`config.mk`:
```
export PLATFORM = sky130hd
export DESIGN_NAME = div_issue_tracker
export DESIGN_NICKNAME = d
export VERILOG_FILES = /design/src/rtl/div_issue_tracker.sv
export SDC_FILE = /design/constraint.sdc
export NUM_CORES = 1
export LEC_CHECK = 0
export ABC_CLOCK_PERIOD_IN_PS = 13000
export CORE_UTILIZATION = 45
export DETAILED_ROUTE_END_ITERATION = 10
export GPL_ROUTABILITY_DRIVEN = 0
export GPL_TIMING_DRIVEN = 0
export PLACE_DENSITY = 0.76
export SLEW_MARGIN = 20
export SYNTH_ARGS = -nofsm -noshare
export SYNTH_HDL_FRONTEND = slang
export SYNTH_SLANG_ARGS = --single-unit
```
`constraint.sdc`:
```
create_clock -name clk -period 13 [get_ports clk]
set_input_delay 2.6 -clock clk [delete_from_list [all_inputs] [get_ports clk]]
set_output_delay 2.6 -clock clk [all_outputs]
set_load 0.01 [all_outputs]
```
`src/rtl/div_issue_tracker.sv`:
```
// div_issue_tracker: issue/retire bookkeeping around an external unsigned
// pipelined divider. Converts signed operands to magnitudes on the way in,
// carries a per-op tag down a DIV_LATENCY-deep shift register, and fixes up
// sign, divide-by-zero and overflow on the way out.
// Optional feature macro: DIV_HAZARD_CHECK_EN (RAW check of new sources
// against in-flight destination tags).
module div_issue_tracker #(
  parameter int unsigned DIV_LATENCY = 8
) (
  input  logic        clk,
  input  logic        rst,
  input  logic        i_valid,
  input  logic [1:0]  i_op,
  input  logic [31:0] i_rs1_data,
  input  logic [31:0] i_rs2_data,
  input  logic [4:0]  i_rd,
  input  logic [4:0]  i_rs1_idx,
  input  logic [4:0]  i_rs2_idx,
  input  logic        i_flush,
  output logic [31:0] o_dividend,
  output logic [31:0] o_divisor,
  input  logic [31:0] i_div_quotient,
  input  logic [31:0] i_div_remainder,
  output logic        o_valid,
  output logic [4:0]  o_rd,
  output logic [31:0] o_result,
  output logic [3:0]  o_inflight,
  output logic        o_hazard
);

  localparam int unsigned L = DIV_LATENCY;

  // op[0] clear selects the signed variants (DIV, REM)
  logic w_signed;
  logic w_rs1_neg;
  logic w_rs2_neg;
  logic w_div_zero;
  logic w_accept;
  logic w_retire;

  assign w_signed   = ~i_op[0];
  assign w_rs1_neg  = w_signed & i_rs1_data[31];
  assign w_rs2_neg  = w_signed & i_rs2_data[31];
  assign w_div_zero = (i_rs2_data == '0);
  assign w_accept   = i_valid & ~i_flush;

  // Two's-complement magnitude; 0x80000000 maps onto itself, i.e. 2^31 unsigned
  assign o_dividend = w_rs1_neg ? (32'd0 - i_rs1_data) : i_rs1_data;
  assign o_divisor  = w_rs2_neg ? (32'd0 - i_rs2_data) : i_rs2_data;

  // Tag pipeline, stage 1 is youngest, stage L lines up with divider output
  logic        r_valid [1:L];
  logic [1:0]  r_op    [1:L];
  logic [4:0]  r_rd    [1:L];
  logic        r_qneg  [1:L];
  logic        r_rneg  [1:L];
  logic        r_dz    [1:L];
  logic [31:0] r_rs1   [1:L];
  logic [3:0]  r_inflight;

  // Shift every cycle; flush wipes all valid bits including the new entry
  always_ff @(posedge clk or posedge rst) begin
    if (rst) begin
      for (int unsigned i = 1; i <= L; i++) begin
        r_valid[i] <= 1'b0;
        r_op[i]    <= '0;
        r_rd[i]    <= '0;
        r_qneg[i]  <= 1'b0;
        r_rneg[i]  <= 1'b0;
        r_dz[i]    <= 1'b0;
        r_rs1[i]   <= '0;
      end
    end else begin
      r_valid[1] <= w_accept;
      r_op[1]    <= i_op;
      r_rd[1]    <= i_rd;
      r_qneg[1]  <= w_signed & (i_rs1_data[31] ^ i_rs2_data[31]) & ~w_div_zero;
      r_rneg[1]  <= w_rs1_neg;
      r_dz[1]    <= w_div_zero;
      r_rs1[1]   <= i_rs1_data;
      for (int unsigned i = 2; i <= L; i++) begin
        r_valid[i] <= r_valid[i-1];
        r_op[i]    <= r_op[i-1];
        r_rd[i]    <= r_rd[i-1];
        r_qneg[i]  <= r_qneg[i-1];
        r_rneg[i]  <= r_rneg[i-1];
        r_dz[i]    <= r_dz[i-1];
        r_rs1[i]   <= r_rs1[i-1];
      end
      if (i_flush) begin
        for (int unsigned i = 1; i <= L; i++) begin
          r_valid[i] <= 1'b0;
        end
      end
    end
  end

  assign w_retire = r_valid[L];

  // Occupancy count: accept and retire in the same cycle cancel out
  always_ff @(posedge clk or posedge rst) begin
    if (rst) begin
      r_inflight <= '0;
    end else if (i_flush) begin
      r_inflight <= '0;
    end else begin
      case ({w_accept, w_retire})
        2'b10:   r_inflight <= r_inflight + 4'd1;
        2'b01:   r_inflight <= r_inflight - 4'd1;
        default: r_inflight <= r_inflight;
      endcase
    end
  end

  assign o_inflight = r_inflight;

  // Result fix-up at stage L; signed overflow (MIN / -1) falls out naturally
  // since 2^31 / 1 = 0x80000000 with both signs negative (no negate).
  logic [31:0] w_quot;
  logic [31:0] w_rem;

  // Select quotient or remainder, apply sign / divide-by-zero overrides
  always_comb begin
    w_quot = r_qneg[L] ? (32'd0 - i_div_quotient)  : i_div_quotient;
    w_rem  = r_rneg[L] ? (32'd0 - i_div_remainder) : i_div_remainder;
    if (r_dz[L]) begin
      w_quot = '1;
      w_rem  = r_rs1[L];
    end
    o_valid  = r_valid[L];
    o_rd     = '0;
    o_result = '0;
    if (r_valid[L]) begin
      o_rd     = r_rd[L];
      o_result = r_op[L][1] ? w_rem : w_quot;
    end
  end

`ifdef DIV_HAZARD_CHECK_EN
  // Compare new sources against younger in-flight destinations; stage L is
  // retiring this cycle and forwards normally, so it is excluded.
  always_comb begin
    o_hazard = 1'b0;
    if (i_valid) begin
      for (int unsigned i = 1; i < L; i++) begin
        if (r_valid[i] &&
            (((i_rs1_idx != '0) && (i_rs1_idx == r_rd[i])) ||
             ((i_rs2_idx != '0) && (i_rs2_idx == r_rd[i])))) begin
          o_hazard = 1'b1;
        end
      end
    end
  end
`else
  logic w_unused_idx;
  assign w_unused_idx = ^{i_rs1_idx, i_rs2_idx};
  assign o_hazard     = 1'b0;
`endif

endmodule

```
=== After elaboration in Yosys (flattened, before gate mapping) ===
Index checks and enable logic that the tools add are counted.
Widths: inputs -> output; s select.

* Order comparisons: 0
* Add/sub/neg operators: 6
* Div/mod/pow operators: 0
* Multipliers: 0
* Reductions and logical operators: 2
* Shifts and indexed selects: 0
* Mux-type cells: 12
* Equal/unequal tests: 2
* Bitwise operators: 9

{| class="wikitable"
|+ Operator list
! kind !! number
|-
| $mux 32 || 8
|-
| $sub 1x32->32 const A || 4
|-
| $logic_not 32->1 || 1
|-
| $mux 8 || 1
|-
| $pmux 4 s2 || 1
|-
| $and 1x1->1 || 5
|-
| $mux 5 || 1
|-
| $add 4x1->4 const B || 1
|-
| $mux 4 || 1
|-
| $sub 4x1->4 const B || 1
|-
| $not 1->1 || 3
|-
| $reduce_bool 3->1 || 1
|-
| $eq 2x1->1 const B || 1
|-
| $eq 2x2->1 const B || 1
|-
| $xor 1x1->1 || 1
|}

* Logic and storage cells: 88
* Memory bits (writable): 0
* Memories kept: 0
* Output and inout bits: 107
* Latch bits: 0
* Memory bits (read-only): 0
* Flip-flop bits (word level): 348

=== Longest topological paths before layout ===
* Depth in word-level cells: 5
* Gate-level depth with buffers: 9
* Gate-level depth less buffers: 8

=== Least setup slack after synthesis ===
No wires, ideal clock.

* Path kind: input to output
* Start: in i_div_remainder[22]
* End: out o_result[31]
* Arrival: 4.585 ns
* Slack: 5.815 ns
* Stages on the path: 6
* Required time: 10.400 ns
* Buffers on the path: 0
* Path through: or4_4 > or4_4 > nor4_4 > nand2_1 > mux2i_1 > a221oi_1

* Longest elaborated chain between the ends: 5

{| class="wikitable"
|+ RTL lines
! what !! RTL line !! text
|-
| start, declared || 23 || <nowiki>input logic [31:0] i_div_remainder,</nowiki>
|-
| $sub 1x32->32 || 125 || <nowiki>w_rem = r_rneg[L] ? (32'd0 - i_div_remainder) : i_div_remainder;</nowiki>
|-
| $mux 32 || 125 ||
|-
| $mux 32 || 126 || <nowiki>if (r_dz[L]) begin</nowiki>
|-
| $mux 32 || 135 || <nowiki>o_result = r_op[L][1] ? w_rem : w_quot;</nowiki>
|-
| $mux 32 || 133 || <nowiki>if (r_valid[L]) begin</nowiki>
|-
| end, declared || 26 || <nowiki>output logic [31:0] o_result,</nowiki>
|}

No other way between the ends.

=== Worst setup path after layout ===
* Start: in i_div_remainder[0]
* End: out o_result[22]

The elaborated chain is that of the path after synthesis.

==> impl_metrics.csv <==
group,metric,value,unit
run_status,status,"complete, no violations",
sta,fin_ws,4261,ps
clocking,cts_buffer_depth,3,
power_and_ir_drop,peakVddDrop,0.09328,mV
critical_path,worstPathRequired,10400,ps
synthesis,synth_common_cells,"340 x dfrtp_1, 58 x xor2_1, 53 x nand2_1, 53 x nor2_1, 46 x xnor2_1",
power_and_ir_drop,power-per-cell-area,136.6,nW/µm²
global_route,grt.overflow.total,0,
critical_path,start_kind,"input pin",
clocking,cts_buffers,30,
drt,vias,8159,
floorplanning,die_height,167.2,µm
synthesis,synth_warnings,0,
sta,finalSetupViolations,0,
layout,drive_gt1_share,6.137,%
global_route,first_global_vias,8259,
synthesis,synth_flop_cell,"dfrtp_1",
sta,fin_hold_ws,345.0,ps
global_route,grt_max_degree,117,
sta,worst_slew_pin_slew,927.7,ps
drt,postRouteAntennaNets,0,
floorplanning,num_rows,60,
clocking,cts_hold_buf,0,
sta,relSlewSlack,37.28,%
floorplanning,die_w,167.2,µm
clocking,postCtsSetupBuffers,0,
layout,n_antenna_cell,0,
critical_path,path_common_cell,"clkdlybuf4s50_1",
critical_path,crit_chain,"clkdlybuf4s50_1, inv_1, ha_1, nor4b_1, nand3_1, o41a_1, xnor2_1, a211oi_1, clkdlybuf4s50_1",
clocking,clk_latency,530,ps
global_route,grt_antenna_before_repair,0,
critical_path,crit_type,"input pin to primary output",
floorplanning,dieArea,27940,µm²
layout,nNetsFinal,1354,
job,cap_viol_max_count,0,
critical_path,crit_fanout,7,
synthesis,yosysUniqueCellTypes,60,
sta,timing.final.crit_share,67.22,%
drt,wirelength,28050,µm
critical_path,cp.arrival,6140,ps
sta,finalCriticalPeriod,8739,ps
floorplanning,initial_core_util,45.68,%
placement,numPortBuffers,244,
sta,finalHoldViolCount,0,
synthesis,seq_area_frac_synth,69.31,%
clocking,cts-root-buf,"clkbuf_16",
synthesis,synth_edf_count,0,
synthesis,ys_seq_elements,340,
global_route,grt_first_pass_wirelength,44670,µm
synthesis,synth.most_common_cell,"dfrtp_1",
critical_path,crit_path_end_kind,"primary output",
clocking,cts_tree,"done",
synthesis,avgSynthCellArea,13.36,µm²
clocking,ctsResizeCount,0,
synthesis,postSynthCellCount,919,
drt,wl_per_cell,17.95,µm
power_and_ir_drop,p_leak,0.006735,µW
critical_path,crit_slowest_cell,"nor4b_1",
sta,timing.fmax,0.1144,GHz
drt,dr.pass1.iters,6,
clocking,clk_transition_reported_paths,60,ps
clocking,cts_sinks,340,
placement,dp_slack,4433,ps
drt,initialDrtViolationCount,676,
hold_path,holdCritPathClass,"register to register",
synthesis,synth_async_sr_flop_share,100.0,%
sta,clock_skew,8.076,ps
synthesis,syn-cell-area,12280,µm²
synthesis,syn-num-nets,1075,
placement,hpwl,18980,µm
floorplanning,core_region_area,26880,µm²
drt,drc,0,
synthesis,synth_top_cell_area_share,69.31,%
floorplanning,boundaryPins,256,
critical_path,crit_path_max_incr_delay,770,ps
synthesis,yosysTopAreaCell,"dfrtp_1",
drt,via_per_inst,5.220,
global_route,grt_usage,20.26,%
sta,grt_setup_unrepaired,"no",
clocking,cts_htree_levels,1,
layout,area_delta_synth_final,32.40,%
power_and_ir_drop,power,2220,µW
sta,slew_viol_final,0,
synthesis,synth_top_cells_by_area,"dfrtp_1 69%, xor2_1 4.1%, xnor2_1 3.3%",
## state kept, by name, summed over array words and instances (netlist names)
name / cells
r_qneg: 8
r_op: 8
r_rneg: 8
o_inflight: 4
r_rs1: 256
r_valid: 7
r_rd: 40
r_dz: 8
o_valid: 1
## placed cells by master (no fill, tap or decap), types with 4 or more instances in the layout
cell and n:
inv_1 12, clkbuf_16 31, nor2_1 53, nor4_1 14, mux2i_1 13, clkbuf_1 36
nand3_1 8, or4_4 4, nand2_1 53, clkinv_2 5, a21oi_1 41, xor2_1 58
o211ai_1 7, a221oi_1 7, o31ai_1 26, xnor2_1 46, nand2b_1 11, clkbuf_8 10
dfrtp_1 340, o221ai_1 10, a211oi_1 7, ha_1 6, nor3_1 25, o21ai_0 41
clkdlybuf4s50_1 244, or4_1 12, and2_1 7, nor2b_1 18, o41ai_1 10, or3_1 5
## worst paths after layout
kind,cells past startpoint,end,slack (ps),start
setup reg to reg,9,o_inflight[3]$_DFFE_PP0P_,10240,o_valid$_DFF_PP0_
max in group asynchronous,4,r_rd[38]$_DFF_PP0_,9200,rst
hold / removal,0,r_rs1[151]$_DFF_PP0_,350,r_rs1[183]$_DFF_PP0_
setup / recovery,9,o_result[22],4260,i_div_remainder[0]
min in group asynchronous,2,r_op[15]$_DFF_PP0_,2480,rst
hold reg to reg,0,r_rs1[151]$_DFF_PP0_,350,r_rs1[183]$_DFF_PP0_
## critical path, delay by kind of cell
kind            cells  cell delay (ps)
simple gates        2             1240
compound gates      2              780
fa+ha+maj           1              220
xor+xnor            1              130
buf+inv             3             1150
## routing by layer
metal,share of wire (%),routed length [µm],global-route usage (%)
met1,42,11840,27.54
met2,47,13110,33.18
met3,8.4,2345,3.758
met4,2.7,754,6.582
met5,0,0,0
## where the power goes
group | switching (µW) | total (µW) | internal (µW)
Combinational | 110 | 217 | 107
Clock | 360 | 875 | 515
Sequential | 18.1 | 1130 | 1110
Total | 488 | 2220 | 1730
## cell type report
type | instances | area, µm²
clock buffer | 47 | 935.9
multi-input combinational | 531 | 3575
sequential | 340 | 8508
timing repair buffer | 247 | 2525
fill | 2081 | 10620
inverter | 13 | 56.30
buffer | 35 | 143.9
tap | 341 | 426.7
clock inverter | 9 | 82.58
## stage by stage
stage / TNS, ps / cell area, µm² / std cells / utilization, %
2_1_floorplan: 0 / 12280 / 919 / -
3_3_place_gp: -618580 / 15140 / 1504 / 56.35
3_5_place_dp: 0 / 15230 / 1507 / 56.69
4_1_cts: 0 / 16250 / 1563 / 60.47
5_1_grt: 0 / 16250 / 1563 / 60.47
6_report: 0 / 16250 / 1563 / 60.47
## cells by family after synthesis
| group | count (synthesis) | synth area share, % |
|---|---|---|
| flip-flops | 340 | 69.31 |
| AO/OA/AOI/OAI | 173 | 9.520 |
| AND/OR/NAND/NOR | 232 | 10.22 |
| multiplexers | 14 | 1.152 |
| adder cells (fa/ha/maj) | 7 | 0.7746 |
| XOR/XNOR | 104 | 7.420 |
| buffers and inverters | 48 | 1.570 |
| other | 1 | 0.03055 |
Note: power is estimated with default switching activity, not from simulation.
